===== src/rtl/ps2_host_sender.sv =====
// PS/2 host-to-device command sender: inhibits the bus and issues a request-to-send.
// It then shifts out one byte, its odd parity and a stop bit on device clock falls, and collects the device ACK.
module ps2_host_sender #(
   parameter int INHIBIT_CYCLES = 5000,
   parameter int REQ_CYCLES     = 10,
   parameter int TIMEOUT_CYCLES = 750000
) (
   input  logic       clk,
   input  logic       clr,
   input  logic       send,
   input  logic [7:0] cmd,
   input  logic       ps2_clk_in,
   input  logic       ps2_dat_in,
   output logic       ps2_clk_oe,
   output logic       ps2_dat_oe,
   output logic       busy,
   output logic       done,
   output logic       ack_ok,
   output logic       timeout
);

   localparam int PH_MAX = (INHIBIT_CYCLES > REQ_CYCLES) ? INHIBIT_CYCLES : REQ_CYCLES;
   localparam int PH_W   = $clog2(PH_MAX + 1);
   localparam int TO_W   = $clog2(TIMEOUT_CYCLES + 1);

   localparam logic [PH_W-1:0] INH_LAST = PH_W'(INHIBIT_CYCLES - 1);
   localparam logic [PH_W-1:0] REQ_LAST = PH_W'(REQ_CYCLES - 1);
   localparam logic [TO_W-1:0] TO_LIMIT = TO_W'(TIMEOUT_CYCLES);

   typedef enum logic [2:0] {
      IDLE,
      INHIBIT,
      REQ,
      TX,
      WAIT_IDLE,
      DONE
   } state_t;

   state_t          state;
   logic [7:0]      cmd_r;
   logic            parity;
   logic [3:0]      bit_idx;
   logic [PH_W-1:0] ph_cnt;
   logic [TO_W-1:0] to_cnt;

   logic clk_meta, clk_sync, clk_prev;
   logic dat_meta, dat_sync;
   logic fall;
   logic next_oe;

   // Synchronisers idle high so a released bus never looks like a clock fall after reset.
   always_ff @(posedge clk) begin
      if (clr) begin
         clk_meta <= 1'b1;
         clk_sync <= 1'b1;
         clk_prev <= 1'b1;
         dat_meta <= 1'b1;
         dat_sync <= 1'b1;
      end else begin
         clk_meta <= ps2_clk_in;
         clk_sync <= clk_meta;
         clk_prev <= clk_sync;
         dat_meta <= ps2_dat_in;
         dat_sync <= dat_meta;
      end
   end

   assign fall = clk_prev & ~clk_sync;

   // NOTE: every variable written in always_comb gets a default first so no latch is inferred.
   always_comb begin
      next_oe = 1'b0;
      if (bit_idx < 4'd8)
         next_oe = ~cmd_r[bit_idx[2:0]];
      else if (bit_idx == 4'd8)
         next_oe = ~parity;
   end

   // NOTE: sequential state uses non-blocking assignments only; the command register is reset
   // along with everything else because it is a handful of flops, not a memory.
   always_ff @(posedge clk) begin
      if (clr) begin
         state      <= IDLE;
         ps2_clk_oe <= 1'b0;
         ps2_dat_oe <= 1'b0;
         busy       <= 1'b0;
         done       <= 1'b0;
         ack_ok     <= 1'b0;
         timeout    <= 1'b0;
         cmd_r      <= '0;
         parity     <= 1'b0;
         bit_idx    <= '0;
         ph_cnt     <= '0;
         to_cnt     <= '0;
      end else begin
         done <= 1'b0;
         case (state)
            IDLE: begin
               ps2_clk_oe <= 1'b0;
               ps2_dat_oe <= 1'b0;
               busy       <= 1'b0;
               if (send) begin
                  cmd_r      <= cmd;
                  parity     <= ~^cmd;
                  ack_ok     <= 1'b0;
                  timeout    <= 1'b0;
                  ph_cnt     <= '0;
                  ps2_clk_oe <= 1'b1;
                  busy       <= 1'b1;
                  state      <= INHIBIT;
               end
            end

            INHIBIT: begin
               if (ph_cnt == INH_LAST) begin
                  ph_cnt     <= '0;
                  ps2_dat_oe <= 1'b1;
                  state      <= REQ;
               end else begin
                  ph_cnt <= ph_cnt + 1'b1;
               end
            end

            REQ: begin
               if (ph_cnt == REQ_LAST) begin
                  ph_cnt     <= '0;
                  ps2_clk_oe <= 1'b0;
                  bit_idx    <= '0;
                  to_cnt     <= '0;
                  state      <= TX;
               end else begin
                  ph_cnt <= ph_cnt + 1'b1;
               end
            end

            TX: begin
               if (fall) begin
                  to_cnt <= '0;
                  if (bit_idx == 4'd10) begin
                     ack_ok     <= ~dat_sync;
                     ps2_dat_oe <= 1'b0;
                     state      <= WAIT_IDLE;
                  end else begin
                     ps2_dat_oe <= next_oe;
                     bit_idx    <= bit_idx + 1'b1;
                  end
               end else if (to_cnt == TO_LIMIT) begin
                  ps2_clk_oe <= 1'b0;
                  ps2_dat_oe <= 1'b0;
                  timeout    <= 1'b1;
                  ack_ok     <= 1'b0;
                  done       <= 1'b1;
                  state      <= DONE;
               end else begin
                  to_cnt <= to_cnt + 1'b1;
               end
            end

            WAIT_IDLE: begin
               ps2_clk_oe <= 1'b0;
               ps2_dat_oe <= 1'b0;
               if (clk_sync && dat_sync) begin
                  done  <= 1'b1;
                  state <= DONE;
               end else if (fall) begin
                  to_cnt <= '0;
               end else if (to_cnt == TO_LIMIT) begin
                  timeout <= 1'b1;
                  ack_ok  <= 1'b0;
                  done    <= 1'b1;
                  state   <= DONE;
               end else begin
                  to_cnt <= to_cnt + 1'b1;
               end
            end

            DONE: begin
               busy  <= 1'b0;
               state <= IDLE;
            end

            default: state <= IDLE;
         endcase
      end
   end

endmodule

===== config.mk =====
export PLATFORM = sky130hd
export DESIGN_NAME = ps2_host_sender
export DESIGN_NICKNAME = d
export VERILOG_FILES = /design/src/rtl/ps2_host_sender.sv
export SDC_FILE = /design/constraint.sdc
export NUM_CORES = 1
export LEC_CHECK = 0
export ABC_AREA = 1
export CORE_MARGIN = 2
export CORE_UTILIZATION = 40
export CTS_BUF_LIST = sky130_fd_sc_hd__clkbuf_8
export DETAILED_ROUTE_END_ITERATION = 12
export MAX_ROUTING_LAYER = met4
export PLACE_DENSITY = 0.59
export SETUP_SLACK_MARGIN = 0.2
export SYNTH_ARGS = -nofsm -noshare
export SYNTH_HDL_FRONTEND = slang
export SYNTH_SLANG_ARGS = --single-unit

===== constraint.sdc =====
create_clock -name clk -period 2.45 [get_ports clk]
set_input_delay 0.245 -clock clk [delete_from_list [all_inputs] [get_ports clk]]
set_output_delay 0.245 -clock clk [all_outputs]
set_load 0.005 [all_outputs]

==> metrics.cfg <==
[drt]
drcViolationCount=0
vias_per_cell=5.07
first_iter_violations=176
vias=3620
ant_nets=0
drtPass1Iterations=5
routed_wl_um=9260
wl_per_cell_um=13.0

[logic_synthesis]
synthSimpleGateAreaFrac_pct=40.1
synth_warnings=0
synthXorXnorAreaFrac_pct=3.07
synthesis.nets=595
synth-adder-area-share_pct=2.36
yosys-mux-area-fraction_pct=0
synth_top_family_by_area=simple AND/OR/NAND/NOR gates
synth_top_area_share_pct=32.4
yosys.area.top_type=dfxtp_1
synth.cell_area_sq_um=3710
ys_types=40
synth_compound_area_share_pct=11.6
avgSynthCellArea_sq_um=6.45
ys_top_cells_by_area=dfxtp_1 (32%), nand2_1 (13%), nor2_1 (8.0%)
synth-seq-area-share_pct=32.4
synthCells=575
ys_ff_latch=60

[clock_network]
post_cts_buffers=0
cts.sinks=60
cts_buffer_depth=2
ctsHoldBuffers=0
ctsResizeCount=0
h-tree-depth=3
clk_pin_slew_worst_paths_ps=80
cts_inserted_buffers=9
cts_tree=done
worst_skew_pair.late_latency_ps=340
clockRootBuffer=clkbuf_8

[layout]
fin_nets=618
diodes=0
fillers=955
fin_area_sq_um=4180
drive_above_1_share_pct=11.3
area_delta_synth_final_pct=12.6

[power_and_ir_drop]
p_total_mw=3.26
irDropWorstVdd_uv=254
power_density_nw_per_um2=780
leakagePower_nw=1.65

[critical_path]
cp_slowest_cell=dfxtp_1
cpMostUsedCell=nand2_2
startpoint=state[1]
reg2reg_from=state[1]
crit_family=simple AND/OR/NAND/NOR gates
cp-end-kind=flip-flop
critPathRequiredTime_ps=2720
cpPeakStageDelay_ps=470
crit_arrival_ps=2230
critPathMaxFanout=14
critical_path_class=flip-flop to flip-flop
path_buf_inv=3
startpoint_type=flip-flop
cp_cell_sequence=inv_2 > nor2_4 > nand2_2 > nand2_4 > inv_4 > nor2_8 > nand3_4 > nand2_2 > buf_4 > nand2_1 > a21oi_1

[flow_run]
drv_cap=0

[timing]
hold_ws_ps=409
final_max_slew_viol_count=0
tightest_slew_ps=487
fin_ws_ps=486
slew_headroom_pct=67.5
finalHoldViolCount=0
setup_viol=0
skew_ps=12.9
fmax_mhz=509
rsz0062_at_grt=no
fin_crit_sh_pct=80.2
fin_tns_setup_ps=0
period_minus_slack_ps=1960

[min_path]
min_from=clk_meta
hp-class=flip-flop to flip-flop

[placement]
dpl_cell_area_sq_um=4000
hpwl_um=6910
portBuffers=18
gp_congestion=0.883
dp_slack_ps=479

[global_route]
grtUsageTotal_pct=20.3
grt_pass1_wl_um=16000
grt_pass1_vias=3491
grt.overflow.total=0
grt_max_degree=27
grt_antenna_before_repair=0

[floorplanning]
fp.dieW_um=100
io_pins=19
die_h_um=100
coreArea_sq_um=9110
num_rows=35
initial_core_util_pct=40.7
die-area_sq_um=10100

[outcome]
outcome=completed

## placed cells by master, fill, tap and decap left out, types with 3 or more instances in the layout
cell type,Yosys,layout
nand2_1,132,132
clkbuf_8,0,9
clkdlybuf4s50_1,0,18
dfxtp_1,60,60
xnor2_1,7,7
nor3b_1,3,3
nand3_1,51,51
nand4_1,9,9
a21oi_1,28,28
or2_2,6,6
o21ai_0,23,23
xor2_1,6,6
nor3_1,22,22
nor2_1,79,79
clkinvlp_4,0,3
inv_1,74,74
buf_4,3,7
o211ai_1,3,3
a21oi_2,8,8
inv_2,6,6
inv_6,0,4
nand2_2,14,14
nor4_1,3,3
ha_1,7,7
## through the flow
step / utilization (%) / cells
after global routing: 45.9 / 714
after floorplan: - / 575
final: 45.9 / 714
after detailed placement: 43.9 / 698
after global placement: 43.9 / 698
after CTS: 45.9 / 714
## final cells by class
class                           instances  area, sq um  area share [%]
Timing Repair Buffer                   25          233            5.57
Clock inverter                          7         57.6            1.38
Inverter                               81          307            7.34
Tap cell                              111          139            3.32
Multi-Input combinational cell        421         2120            50.7
Clock buffer                            9          124            2.96
Sequential cell                        60         1200            28.7
## synthesized netlist by cell type, drive strengths merged
library cell and n:
nor4 3, a211oi 1, o211ai 3, nand3b 1
a21boi 1, nand3 52, dfxtp 60, clkbuf 8
ha 7, o22ai 1, nor3b 3, o31ai 1
nor3 23, o21ai 25, a31oi 2, xor2 6
a21oi 36, xnor2 7, and2 1, buf 5
nor2 84, nand4 9, nand2 147, inv 81
or2 6, o21bai 2
## cells by family after synthesis
| family | Yosys count |
|---|---|
| and+or+nand+nor | 329 |
| adders and majority gates | 7 |
| DFF | 60 |
| AOI/OAI and AO/OA | 72 |
| xor gates and xnor gates | 13 |
| buffers and inverters | 94 |
## per-layer routing
metal / part of all wire [%] / track usage, % / vias up
met5: 0 / - / -
met2: 46 / 33.6 / 77
met4: 0.84 / 6.22 / 0
met1: 49 / 25.6 / 1647
li1: - / - / 1887
met3: 3.8 / 2.92 / 9
## final timing paths
path / to / slack [ps] / depth (start not counted)
setup reg to reg: to_cnt[11] / 490 / 11
setup / recovery: to_cnt[11] / 490 / 11
hold / removal: clk_sync / 410 / 1
hold reg to reg: clk_sync / 410 / 1
## sequential cells by signal, summed over array words and instances, names as in the netlist, 3 cells and up
| register | count |
|---|---|
| state | 3 |
| bit_idx | 4 |
| cmd_r | 8 |
| ph_cnt | 13 |
| to_cnt | 20 |
## where the power goes
part	leakage [nW]	switching (mW)	internal (mW)
sequential	0.488	0.112	1.10
combinational	1.08	0.799	0.416
clock	0.0833	0.455	0.381
total	1.65	1.37	1.89
## worst register-to-register path, cell delays in order (launching register included)
cell     delay [ps]
dfxtp_1         470
inv_2           100
nor2_4          140
nand2_2         100
nand2_4          90
inv_4            90
nor2_8          120
nand3_4         120
nand2_2         200
buf_4           270
nand2_1          70
a21oi_1         130
No activity file was read; power rests on OpenSTA's default activity.
